--- src/rtl/mem_arbiter_pkg.sv ---
// -----------------------------------------------------------------------------
// mem_arbiter_pkg
//   Shared definitions for the memory arbiter: memory line geometry, the
//   beat-counter type, the owner encoding and a last-beat helper.
//
//   MEM_DATA_BITS / MEM_DATA_CYCLES / ceilLog2 normally come from the shared
//   riscvConst.vh / macros.vh headers. They are only defined here when the
//   build has not already provided them, so the shared values always win.
// -----------------------------------------------------------------------------
`ifndef MEM_DATA_BITS
`define MEM_DATA_BITS 128
`endif
`ifndef MEM_DATA_CYCLES
`define MEM_DATA_CYCLES 4
`endif
`ifndef ceilLog2
`define ceilLog2(x) ($clog2(x))
`endif

package mem_arbiter_pkg;

    localparam int DATA_BITS   = `MEM_DATA_BITS;
    localparam int DATA_CYCLES = `MEM_DATA_CYCLES;

    // A one-beat line still needs a 1-bit counter to keep the types legal.
    localparam int BEAT_W = (DATA_CYCLES > 1) ? `ceilLog2(DATA_CYCLES) : 1;

    typedef logic [BEAT_W-1:0] beat_t;

    // Which client owns the single outstanding memory transaction.
    typedef enum logic {
        OWN_IC = 1'b0,
        OWN_DC = 1'b1
    } owner_e;

    function automatic logic is_last_beat(input beat_t cnt);
        return cnt == beat_t'(DATA_CYCLES - 1);
    endfunction

endpackage

--- src/rtl/mem_arb_pick.sv ---
// -----------------------------------------------------------------------------
// mem_arb_pick
//   Two-input picker. Client A wins when it is the only requester, or when
//   both request and prefer_a_i is set; otherwise client B wins.
//
//   Ports
//     a_val_i     : client A (dcache) requesting
//     b_val_i     : client B (icache) requesting
//     prefer_a_i  : tie-break, 1 = A wins a tie
//     pick_a_o    : A is picked (only meaningful when pick_any_o is 1)
//     pick_any_o  : at least one client is requesting
// -----------------------------------------------------------------------------
module mem_arb_pick (
    input  logic a_val_i,
    input  logic b_val_i,
    input  logic prefer_a_i,
    output logic pick_a_o,
    output logic pick_any_o
);

    assign pick_a_o   = a_val_i & (~b_val_i | prefer_a_i);
    assign pick_any_o = a_val_i | b_val_i;

endmodule

--- src/rtl/mem_arbiter.sv ---
// -----------------------------------------------------------------------------
// mem_arbiter
//   Shares one memory port between the icache (reads only) and the dcache
//   (reads and line writebacks). Exactly one memory transaction is
//   outstanding at a time; the owner register records which client it
//   belongs to so that responses are steered back to it.
//
//   Handshakes: every *_val/*_rdy pair transfers on the cycle where both are
//   high. A requester holds val (and its payload) until it sees rdy; rdy may
//   depend combinationally on val and on the downstream rdy.
//
//   Configuration macro
//     MEM_ARB_ROUND_ROBIN_EN : defined  -> client granted last loses next tie
//                              undefined-> dcache always wins a tie
//
//   Ports
//     clk, reset                       : clock, synchronous active-high reset
//     ic_req_*                         : icache read request
//     ic_resp_val/nack/data            : icache refill beats / nack
//     dc_req_* (dc_req_rw 1 = write)   : dcache request
//     dc_wdata_val/rdy, dc_wdata       : dcache writeback beats
//     dc_resp_val/nack/data            : dcache refill beats / nack
//     mem_req_*, mem_wdata*, mem_resp_*: shared memory port
//     dbg_state_o, dbg_beat_o,
//     dbg_owner_o                      : FSM state, beat counter, owner
// -----------------------------------------------------------------------------
module mem_arbiter
    import mem_arbiter_pkg::*;
#(
    parameter int MEM_ADDR_BITS = 28
) (
    input  logic                      clk,
    input  logic                      reset,

    input  logic                      ic_req_val,
    output logic                      ic_req_rdy,
    input  logic [MEM_ADDR_BITS-1:0]  ic_req_addr,
    output logic                      ic_resp_val,
    output logic                      ic_resp_nack,
    output logic [`MEM_DATA_BITS-1:0] ic_resp_data,

    input  logic                      dc_req_val,
    output logic                      dc_req_rdy,
    input  logic [MEM_ADDR_BITS-1:0]  dc_req_addr,
    input  logic                      dc_req_rw,
    input  logic                      dc_wdata_val,
    output logic                      dc_wdata_rdy,
    input  logic [`MEM_DATA_BITS-1:0] dc_wdata,
    output logic                      dc_resp_val,
    output logic                      dc_resp_nack,
    output logic [`MEM_DATA_BITS-1:0] dc_resp_data,

    output logic                      mem_req_val,
    input  logic                      mem_req_rdy,
    output logic [MEM_ADDR_BITS-1:0]  mem_req_addr,
    output logic                      mem_req_rw,
    output logic                      mem_wdata_val,
    input  logic                      mem_wdata_rdy,
    output logic [`MEM_DATA_BITS-1:0] mem_wdata,
    input  logic                      mem_resp_val,
    input  logic                      mem_resp_nack,
    input  logic [`MEM_DATA_BITS-1:0] mem_resp_data,

    output logic [1:0]                dbg_state_o,
    output logic [BEAT_W-1:0]         dbg_beat_o,
    output logic                      dbg_owner_o
);

    typedef enum logic [1:0] {
        ST_IDLE      = 2'd0,
        ST_WDATA     = 2'd1,
        ST_RESP_WAIT = 2'd2,
        ST_RESP      = 2'd3
    } state_e;

    state_e state_q, state_d;
    beat_t  beat_q,  beat_d;
    owner_e owner_q, owner_d;

    // Grant latch: once the memory stalls a presented request, that client
    // keeps the grant until it is accepted (or it withdraws its val).
    logic   lock_q,    lock_d;
    logic   lock_dc_q, lock_dc_d;

    logic   prefer_dc;
    logic   pick_dc, pick_any;
    logic   lock_hit;
    logic   grant_dc, grant_any;
    logic   fwd_resp;

`ifdef MEM_ARB_ROUND_ROBIN_EN
    logic   prefer_dc_q, prefer_dc_d;
    assign prefer_dc = prefer_dc_q;
`else
    assign prefer_dc = 1'b1;
`endif

    mem_arb_pick u_pick (
        .a_val_i    (dc_req_val),
        .b_val_i    (ic_req_val),
        .prefer_a_i (prefer_dc),
        .pick_a_o   (pick_dc),
        .pick_any_o (pick_any)
    );

    // The latch only counts while the latched client is still requesting.
    assign lock_hit  = lock_q & (lock_dc_q ? dc_req_val : ic_req_val);
    assign grant_dc  = lock_hit ? lock_dc_q : pick_dc;
    assign grant_any = lock_hit | pick_any;

    always_comb begin
        state_d   = state_q;
        beat_d    = beat_q;
        owner_d   = owner_q;
        lock_d    = lock_q;
        lock_dc_d = lock_dc_q;
`ifdef MEM_ARB_ROUND_ROBIN_EN
        prefer_dc_d = prefer_dc_q;
`endif

        mem_req_val   = 1'b0;
        mem_req_addr  = grant_dc ? dc_req_addr : ic_req_addr;
        mem_req_rw    = grant_dc & dc_req_rw;
        ic_req_rdy    = 1'b0;
        dc_req_rdy    = 1'b0;
        mem_wdata_val = 1'b0;
        mem_wdata     = dc_wdata;
        dc_wdata_rdy  = 1'b0;
        fwd_resp      = 1'b0;

        unique case (state_q)
            ST_IDLE: begin
                mem_req_val = grant_any;
                ic_req_rdy  = grant_any & ~grant_dc & mem_req_rdy;
                dc_req_rdy  = grant_any &  grant_dc & mem_req_rdy;
                if (grant_any && mem_req_rdy) begin
                    owner_d = grant_dc ? OWN_DC : OWN_IC;
                    beat_d  = '0;
                    lock_d  = 1'b0;
                    state_d = mem_req_rw ? ST_WDATA : ST_RESP_WAIT;
`ifdef MEM_ARB_ROUND_ROBIN_EN
                    prefer_dc_d = ~grant_dc;
`endif
                end else if (grant_any) begin
                    lock_d    = 1'b1;
                    lock_dc_d = grant_dc;
                end else begin
                    lock_d    = 1'b0;
                end
            end

            ST_WDATA: begin
                mem_wdata_val = dc_wdata_val;
                dc_wdata_rdy  = mem_wdata_rdy;
                if (dc_wdata_val && mem_wdata_rdy) begin
                    if (is_last_beat(beat_q)) begin
                        beat_d  = '0;
                        state_d = ST_IDLE;
                    end else begin
                        beat_d  = beat_q + beat_t'(1);
                    end
                end
            end

            ST_RESP_WAIT: begin
                fwd_resp = 1'b1;
                if (mem_resp_val) begin
                    // The first data beat is beat 0 of the line.
                    if (is_last_beat(beat_t'(0))) begin
                        beat_d  = '0;
                        state_d = ST_IDLE;
                    end else begin
                        beat_d  = beat_t'(1);
                        state_d = ST_RESP;
                    end
                end else if (mem_resp_nack) begin
                    beat_d  = '0;
                    state_d = ST_IDLE;
                end
            end

            ST_RESP: begin
                fwd_resp = 1'b1;
                if (mem_resp_val) begin
                    if (is_last_beat(beat_q)) begin
                        beat_d  = '0;
                        state_d = ST_IDLE;
                    end else begin
                        beat_d  = beat_q + beat_t'(1);
                    end
                end
            end

            default: state_d = ST_IDLE;
        endcase

        // During reset the outgoing handshakes must be quiet even though the
        // registers still hold the pre-reset transaction.
        if (reset) begin
            mem_req_val   = 1'b0;
            ic_req_rdy    = 1'b0;
            dc_req_rdy    = 1'b0;
            mem_wdata_val = 1'b0;
            dc_wdata_rdy  = 1'b0;
            fwd_resp      = 1'b0;
        end
    end

    // Responses are steered to the owner only; data is broadcast.
    assign ic_resp_val  = fwd_resp & (owner_q == OWN_IC) & mem_resp_val;
    assign ic_resp_nack = fwd_resp & (owner_q == OWN_IC) & mem_resp_nack;
    assign dc_resp_val  = fwd_resp & (owner_q == OWN_DC) & mem_resp_val;
    assign dc_resp_nack = fwd_resp & (owner_q == OWN_DC) & mem_resp_nack;
    assign ic_resp_data = mem_resp_data;
    assign dc_resp_data = mem_resp_data;

    always_ff @(posedge clk) begin
        if (reset) begin
            state_q   <= ST_IDLE;
            beat_q    <= '0;
            owner_q   <= OWN_IC;
            lock_q    <= 1'b0;
            lock_dc_q <= 1'b0;
`ifdef MEM_ARB_ROUND_ROBIN_EN
            prefer_dc_q <= 1'b1;
`endif
        end else begin
            state_q   <= state_d;
            beat_q    <= beat_d;
            owner_q   <= owner_d;
            lock_q    <= lock_d;
            lock_dc_q <= lock_dc_d;
`ifdef MEM_ARB_ROUND_ROBIN_EN
            prefer_dc_q <= prefer_dc_d;
`endif
        end
    end

    assign dbg_state_o = state_q;
    assign dbg_beat_o  = beat_q;
    assign dbg_owner_o = owner_q;

endmodule

--- config.mk ---
export PLATFORM = sky130hd
export DESIGN_NAME = mem_arbiter
export DESIGN_NICKNAME = d
export VERILOG_FILES = /design/src/rtl/mem_arbiter_pkg.sv /design/src/rtl/mem_arb_pick.sv /design/src/rtl/mem_arbiter.sv
export SDC_FILE = /design/constraint.sdc
export NUM_CORES = 1
export LEC_CHECK = 0
export CORE_AREA = 2 2 290 292
export CTS_CLUSTER_DIAMETER = 60
export DETAILED_ROUTE_END_ITERATION = 10
export DIE_AREA = 0 0 292 294
export SLEW_MARGIN = 10
export SYNTH_ARGS = -nofsm -noshare
export SYNTH_HDL_FRONTEND = slang
export SYNTH_SLANG_ARGS = --single-unit
--- constraint.sdc ---
create_clock -name clk -period 1.8 [get_ports clk]
set_clock_uncertainty 0.2 [all_clocks]
set_input_delay 0.36 -clock clk [delete_from_list [all_inputs] [get_ports clk]]
set_output_delay 0.36 -clock clk [all_outputs]
set_load 0.01 [all_outputs]
# Word level (Yosys, flattened, before mapping)
# Index checks and enable logic that the tools add are counted.
[op_classes]
add_sub_neg = 1
n_eq_ne = 8
muxes = 32
n_bitwise = 17
n_reduce_logical = 7
[op_table]
columns = ["op", "n"]
rows = [
  ["$mux 28", 1],
  ["$mux 2", 12],
  ["$mux 1", 17],
  ["$pmux 2 s4", 2],
  ["$and 1x1->1", 12],
  ["$eq 2x2->1 const B", 3],
  ["$ne 2x2->1 const B", 3],
  ["$reduce_and 4->1", 1],
  ["$ne 3x3->1 const B", 1],
  ["$not 1->1", 3],
  ["$reduce_and 3->1", 1],
  ["$add 2x1->2 const B", 1],
  ["$eq 2x1->1 const B", 1],
  ["$logic_and 1x1->1", 2],
  ["$logic_not 2->1", 1],
  ["$or 1x1->1", 2],
  ["$reduce_and 2->1", 1],
  ["$reduce_or 2->1", 1],
]
[word_totals]
regBits = 7
inputBits = 322
output_inout_bits = 427
word_cells = 70

# Longest topological paths before layout
# Gate-level depths: netlist (run 1).
[logic_depth]
depth_word = 8
ltp_mapped = 6
ltp_nobuf = 5

# Hierarchy
# From an unflattened synthesis (run 1), not the netlist that was laid out.
[hier_totals]
cells_unflattened = 488
area_unflattened_um2 = 3784.9
[by_module_without_submodules]
columns = ["mod", "n_inst", "cells_per_inst", "area_each_um2", "seq_area_each_um2"]
rows = [
  ["mem_arbiter", 1, 485, 3767.4, 140.1],
  ["mem_arb_pick", 1, 3, 17.5, 0.0],
]

# Worst setup path after synthesis (run 1)
# Ideal clock, no wire load.
[synth_path]
path_kind = "flip-flop to output port"
startpoint = "reg lock_dc_q"
endpoint = "out ic_req_rdy"
arrival_ns = 1.197
required_time_ns = 1.240
slack_ns = 0.043
path_stages_with_launch = 6
path_buffers = 2
path_cell_list = "dfxtp_1 -> nand3b_1 -> and2_1 -> clkbuf_1 -> buf_2 -> nor3_1"
[synth_between]
elab_chain_cells = 8
elab_cells_between_ends = 9
cone_classes = "mux (4); bitwise (5)"
[synth_rtl]
columns = ["item", "line", "rtl"]
rows = [
  ["from (decl)", "mem_arbiter.sv:83", "logic lock_dc_q, lock_dc_d;"],
  ["from (signal assigned)", "mem_arbiter.sv:232", "lock_dc_q <= lock_dc_d;"],
  ["$mux 1", "mem_arbiter.sv:107", "assign lock_hit = lock_q & (lock_dc_q ? dc_req_val : ic_req_val);"],
  ["$and 1x1->1", "mem_arbiter.sv:107", ""],
  ["$mux 1", "mem_arbiter.sv:108", "assign grant_dc = lock_hit ? lock_dc_q : pick_dc;"],
  ["$not 1->1", "mem_arbiter.sv:134", "ic_req_rdy = grant_any & ~grant_dc & mem_req_rdy;"],
  ["$and 1x1->1 (*) (2 in a row)", "mem_arbiter.sv:134", ""],
  ["$mux 1 (*)", "mem_arbiter.sv:131", "unique case (state_q)"],
  ["$mux 1 (*)", "mem_arbiter.sv:199", "if (reset) begin"],
  ["to (decl)", "mem_arbiter.sv:36", "output logic ic_req_rdy,"],
]
# Every way passes the cells marked *; elsewhere a longest branch is shown, timed or not.

# Worst setup path after layout (run 1)
# Ends and elaborated chain as after synthesis.

==> results.cfg, run 1 <==
[critical_path]
start_kind = flip-flop
reg2regPathDepth = 7
crit_top_cell = buf_12
criticalPathCategory = flip-flop to primary output
r2r_end = lock_dc_q$_SDFFE_PP0P_
regToRegStartpoint = dbg_state_o[1]$_SDFFE_PP0P_
critPathCaptureType = primary output
critPathMaxFanout = 4
arrival_ns = 1.63
r2r_setup_slack_ns = -0.05
crit_slowest_cell = dfxtp_1
max_stage_delay_ns = 0.30
crit_family = simple AND/OR/NAND/NOR gates
cp_num_buf_inv = 4
worstPathCellList = nand3b_1, and2_4, buf_12, buf_12, nor3_2, buf_4, buf_12
cp-startpoint = lock_dc_q$_SDFFE_PP0P_
crit_required_ns = 1.24

[cells_and_area]
drive_gt1_share_pct = 50.0
fin_nets = 630
final_common_cell = clkdlybuf4s50_1
mostFrequentLayoutCells = 62 x clkdlybuf4s50_1, 55 x nand2_1, 22 x buf_2, 22 x buf_6, 22 x buf_4
final_cell_count_no_fill = 1387
postLayoutCoreUtil_pct = 5.08
syn_to_final_growth_pct = 12.2

[job]
drv_cap = 0

[floorplan]
initial_utilization_pct = 4.53
dieArea_mm2 = 0.0858
rows = 106
io_pins = 749
die_height_um = 294
core_mm2 = 0.0829
die_w_um = 292

[global_routing]
grt_usage_pct = 8.50
antenna_found_initial = 0
grt-ovfl-total = 0
grt_max_degree = 12
grt_pass1_vias = 2480
grt_pass1_wl_mm = 42.7

[min_path]
holdPathEnd = lock_q$_SDFFE_PP0N_
holdPathStages = 2
min_from = lock_q$_SDFFE_PP0N_
hp-class = flip-flop to flip-flop

[power]
p_int_uw = 1630
p_comb_share_pct = 75.6
power_density_mw_per_mm2 = 670
p_leak_uw = 0.00141
power_frac_clock_pct = 15.5
power_switching_share_pct = 42.3
irDropWorstVdd_v = 0.000346
power.total_uw = 2820
seqPwrFrac_pct = 8.9
power_switching_uw = 1190

[synthesis]
async_flop_share_pct = 0
syn_avg_cell_area_um2 = 7.00
synth_edf_count = 0
synth_seq_cells = 7
netlist_area_mm2 = 0.00375
synthTopCellsByArea = buf_4 77%, nand2_1 8.8%, dfxtp_1 3.7%
ys_warn_count = 0
ys_types = 36
synth_top_area_share_pct = 76.9
netlist_instances = 536
syn-num-nets = 859
synth-seq-area-share_pct = 3.74
ys.flop_type = dfxtp_1
synth_top_cell_by_area = buf_4

[cts]
cts_buffers = 3
clk_latency_ns = 0.26
clock-sinks = 7
cts_root_buf = clkbuf_16
cts_buffer_depth = 2
path_clk_slew_ns = 0.04
cts_max_level = 1
cts_tree = done

[status]
violations = negative setup slack
run_status = complete, but fails checks

[sta]
setup_slack_ns = -0.394
fmax_mhz = 456
min_period_ns = 2.19
tightest_slew_ns = 0.268
whs_ns = 0.272
final.period_utilization_pct = 122
slew_headroom_pct = 82.1
finalSetupViolCount = 39
setup_tns_ns = -9.08
drv_slew = 0
timing_hold_violations_final = 0
grt_setup_unrepaired = yes

[detailed_routing]
drc = 0
wl_mm = 38.9
routedWlPerCell_um = 28.1
vias = 2365
viasPerCell = 1.71
ant_nets = 0
initialDrtViolationCount = 57
first_pass_iters = 4

[placed_design]
place_hpwl_mm = 33.8
placed_cells = 1356
gp_congestion = 0.657
port_buffers = 108
## power by group through the flow
| stage | Clock (uW) | Combinational (uW) | Sequential [uW] |
|---|---|---|---|
| 6_report | 438 | 2130 | 251 |
| 5_1_grt | 477 | 2260 | 255 |
| 4_1_cts | 465 | 1960 | 252 |
| 3_5_place_dp | 0 | 1580 | 237 |
| 3_3_place_gp | 0 | 1580 | 239 |
| 2_1_floorplan | 0 | 1400 | 264 |
## state kept, by name (all words and copies together) (netlist names)
name	count
dbg_state_o	2
lock_dc_q	1
dbg_owner_o	1
lock_q	1
dbg_beat_o	2
## layout make-up
type,count,area (um^2)
clock buffers,4,78.8
repair buffers,159,1690
diodes,1,2.50
flip-flops and latches,7,143
multi-input cells,133,926
fillers,9765,78700
inverters,3,16.3
well taps,1080,1350
## stage by stage
stage | setup slack, ns | cell area, um^2
finish | -0.394 | 4210
global route | -0.468 | 4210
CTS | -0.494 | 4000
detailed placement | -0.970 | 3550
global placement | -0.936 | 3550
floorplan | 0.0431 | 3750
## cell usage after synthesis, types with 3 or more instances
cell and number:
buf_4 384, dfxtp_1 7, nor2_1 6, and3_1 3
buf_2 3, nand2_1 88, a21oi_1 4, clkbuf_1 5
## logic make-up (layout without fill, tap and decap cells)
kind of cell	Yosys count	after routing	share of synthesized area (%)
buffers and inverters	396	166	78.4
AND/OR/NAND/NOR	114	114	13.5
AO/OA/AOI/OAI	16	16	3.54
flip-flops	7	7	3.74
multiplexers	2	2	0.567
adder cells (fa/ha/maj)	1	1	0.334
other	0	1	0
## how the worst max path moves through the flow
stage                     slack, ns               end  cells after the start
after global placement        -0.94  mem_req_addr[14]                      7
after CTS                     -0.49        ic_req_rdy                      8
after floorplan                0.04        ic_req_rdy                      5
after global routing          -0.47        ic_req_rdy                      7
after detailed placement      -0.97  mem_req_addr[14]                      7
final                         -0.39        ic_req_rdy                      7
## metal layers
metal / part of all wire, % / routed length (um) / GRT usage (%) / vias to the layer above
met5: 0.21 / 81 / 0.737 / -
met4: 5.9 / 2280 / 4.31 / 4
met3: 37 / 14400 / 15.0 / 154
met2: 42 / 16300 / 12.6 / 533
met1: 15 / 5860 / 3.46 / 873
li1: - / - / - / 801
## tightest hold or removal path, cell delays in order (launching register included)
cell and delay, ns:
dfxtp_1 0.31, nand2_1 0.05, a21oi_1 0.05
## timing repair
action                                  4_1_cts  5_1_grt
buffers inserted                             18        6
pin swaps                                    11       26
gates cloned                                  4        2
endpoints found under the setup margin       45       45
hold buffers                                  0        0
resized for setup                           166       84
Power figures use the tool's default switching activity.
==> run 2, diff against run 1 <==
--- a/config.mk
+++ b/config.mk
@@ -5,6 +5,7 @@
 export SDC_FILE = /design/constraint.sdc
 export NUM_CORES = 1
 export LEC_CHECK = 0
+export CAP_MARGIN = 20
 export CORE_AREA = 2 2 290 292
 export CTS_CLUSTER_DIAMETER = 60
 export DETAILED_ROUTE_END_ITERATION = 10
==> results of run 2 <==
Same layout as run 1: the final DEF is identical, and so are final timing and power.
==> run 3, diff against run 2 <==
--- a/config.mk
+++ b/config.mk
@@ -6,10 +6,12 @@
 export NUM_CORES = 1
 export LEC_CHECK = 0
 export CAP_MARGIN = 20
-export CORE_AREA = 2 2 290 292
+export CORE_AREA = 5 5 285 287
 export CTS_CLUSTER_DIAMETER = 60
+export CTS_CLUSTER_SIZE = 40
 export DETAILED_ROUTE_END_ITERATION = 10
-export DIE_AREA = 0 0 292 294
+export DIE_AREA = 0 0 290 292
+export SETUP_SLACK_MARGIN = 0.3
 export SLEW_MARGIN = 10
 export SYNTH_ARGS = -nofsm -noshare
 export SYNTH_HDL_FRONTEND = slang
==> run 3 against run 2 <==
Against the previous run:
- the flow still finishes with violations (negative setup slack)
- sequential power is 16% higher
- first-iteration DRC count is 49% higher
- final cell count is 0.22% higher
- non-clock buffer count is 34 higher
- largest power group unchanged
- routed wire length is 17% lower
- sequential share of layout area is 0.27 points lower
- count of clock-buffer cells in the layout stayed put
- clock power is 12% lower
==> results.cfg, run 3 (same netlist as run 1, synthesis figures left out) <==
[critical_path]
critPathCaptureType = primary output
arrival_ns = 1.69
criticalPathCategory = flip-flop to primary output
critPathMaxFanout = 3
start_kind = flip-flop
crit_required_ns = 1.24

[global_routing]
grt_usage_pct = 6.96
grt_util_met2_pct = 10.9
use_met1_pct = 3.59
grt-ovfl-total = 0
antenna_found_initial = 4
grt_pass1_wl_mm = 37.0
gr-max-usage-layer = met2
met3_usage_pct = 10.3
grt_pass1_vias = 2695
grt_max_degree = 10

[cells_and_area]
nFillCells = 9293
fin_area_mm2 = 0.00485
final_common_cell = buf_6
mostFrequentLayoutCells = 64 x buf_6, 58 x clkdlybuf4s50_1, 51 x nand2_2, 29 x buf_4, 19 x nand2_4
syn_to_final_growth_pct = 29.3
diodes = 0
fin_nets = 664
drive_gt1_share_pct = 70.9

[detailed_routing]
first_pass_iters = 4
viasPerCell = 1.79
vias = 2484
initialDrtViolationCount = 85
wl_mm = 32.2
routedWlPerCell_um = 23.2
drc = 0
ant_nets = 0

[status]
run_status = complete, but fails checks
violations = negative setup slack

[floorplan]
core_mm2 = 0.0784
dieArea_mm2 = 0.0847
rows = 103
initial_utilization_pct = 4.79
die_height_um = 292
io_pins = 749
die_w_um = 290

[sta]
fmax_mhz = 444
grt_setup_unrepaired = yes
setup_slack_ns = -0.454
slew_headroom_pct = 76.1
min_period_ns = 2.25
final.period_utilization_pct = 125
drv_slew = 0
tightest_slew_ns = 0.359
timing_hold_violations_final = 0
setup_tns_ns = -12.14
whs_ns = 0.303
finalSetupViolCount = 38

[cts]
holdBufCountCts = 0
clock-sinks = 7
path_clk_slew_ns = 0.04
cts_buffer_depth = 2
cts_root_buf = clkbuf_16
cts_max_level = 1
cts_tree = done
clk_latency_ns = 0.23
cts_buffers = 3

[placed_design]
place_area_mm2 = 0.00368
gp_congestion = 0.762
place_hpwl_mm = 27.9
port_buffers = 108

[power]
power.total_uw = 3050
p_leak_uw = 0.00170
power_density_mw_per_mm2 = 629
irDropWorstVdd_v = 0.00108

[job]
drv_cap = 0

[min_path]
hp-class = flip-flop to flip-flop
run 3: cell count changes in the layout (fill, tap and decap cells not counted), sizes merged:
cell | before | now
buf | 88 | 128
clkdlybuf4s50 | 62 | 58
dlygate4sd2 | 2 | 6
clkbuf | 6 | 4
clkdlybuf4s15 | 3 | 1
dlymetal6s2s | 2 | 0
diode | 1 | 0
run 3: worst paths after layout:
path	from	slack, ns	end	cells past startpoint
max	lock_dc_q$_SDFFE_PP0P_	-0.45	mem_req_rw	9
min reg2reg	lock_q$_SDFFE_PP0N_	0.30	lock_q$_SDFFE_PP0N_	2
min	lock_q$_SDFFE_PP0N_	0.30	lock_q$_SDFFE_PP0N_	2
max reg2reg	lock_dc_q$_SDFFE_PP0P_	-0.23	dbg_state_o[1]$_SDFFE_PP0P_	10
run 3: final cells by class:
class                      instances  area (um^2)  area share [%]
multi-input combinational        133         1140            23.5
clock buffer                       4         78.8            1.62
inverter                           3         13.8           0.284
sequential                         7          151            3.12
timing repair buffer             193         2150            44.4
tap                             1050         1310            27.1
run 3: layer usage:
metal,share of wire (%),wire (um)
met1,18,5780
met3,32,10300
met5,0.46,149
met4,6.5,2110
met2,43,13900
run 3: power breakdown:
group	switching (uW)	total (uW)	internal (uW)
logic	993	2370	1380
registers	72.3	291	219
clock network	90.0	385	295
run 3: per-stage QoR:
| stage | worst slack [ns] | util, % | instances |
|---|---|---|---|
| after floorplan | 0.235 | - | 536 |
| after global placement | -0.916 | 4.69 | 1328 |
| after detailed placement | -0.920 | 4.69 | 1328 |
| after CTS | -0.502 | 5.71 | 1371 |
| after global routing | -0.539 | 6.19 | 1390 |
| final | -0.454 | 6.19 | 1390 |
run 3: worst max-delay path, stage by stage, from the launching register on:
cell      delay [ns]
dfxtp_2         0.32
nand3b_1        0.17
buf_6           0.14
nand2_8         0.05
buf_12          0.13
buf_16          0.13
buf_12          0.13
buf_8           0.12
nor2_4          0.10
buf_12          0.14
run 3: timing repair:
item,in CTS,in global routing
endpoints found under the setup margin,50,46
endpoints found under the hold margin,0,0
gates cloned,2,0
pin swaps,31,30
buffers inserted,37,19
resized for setup,275,66
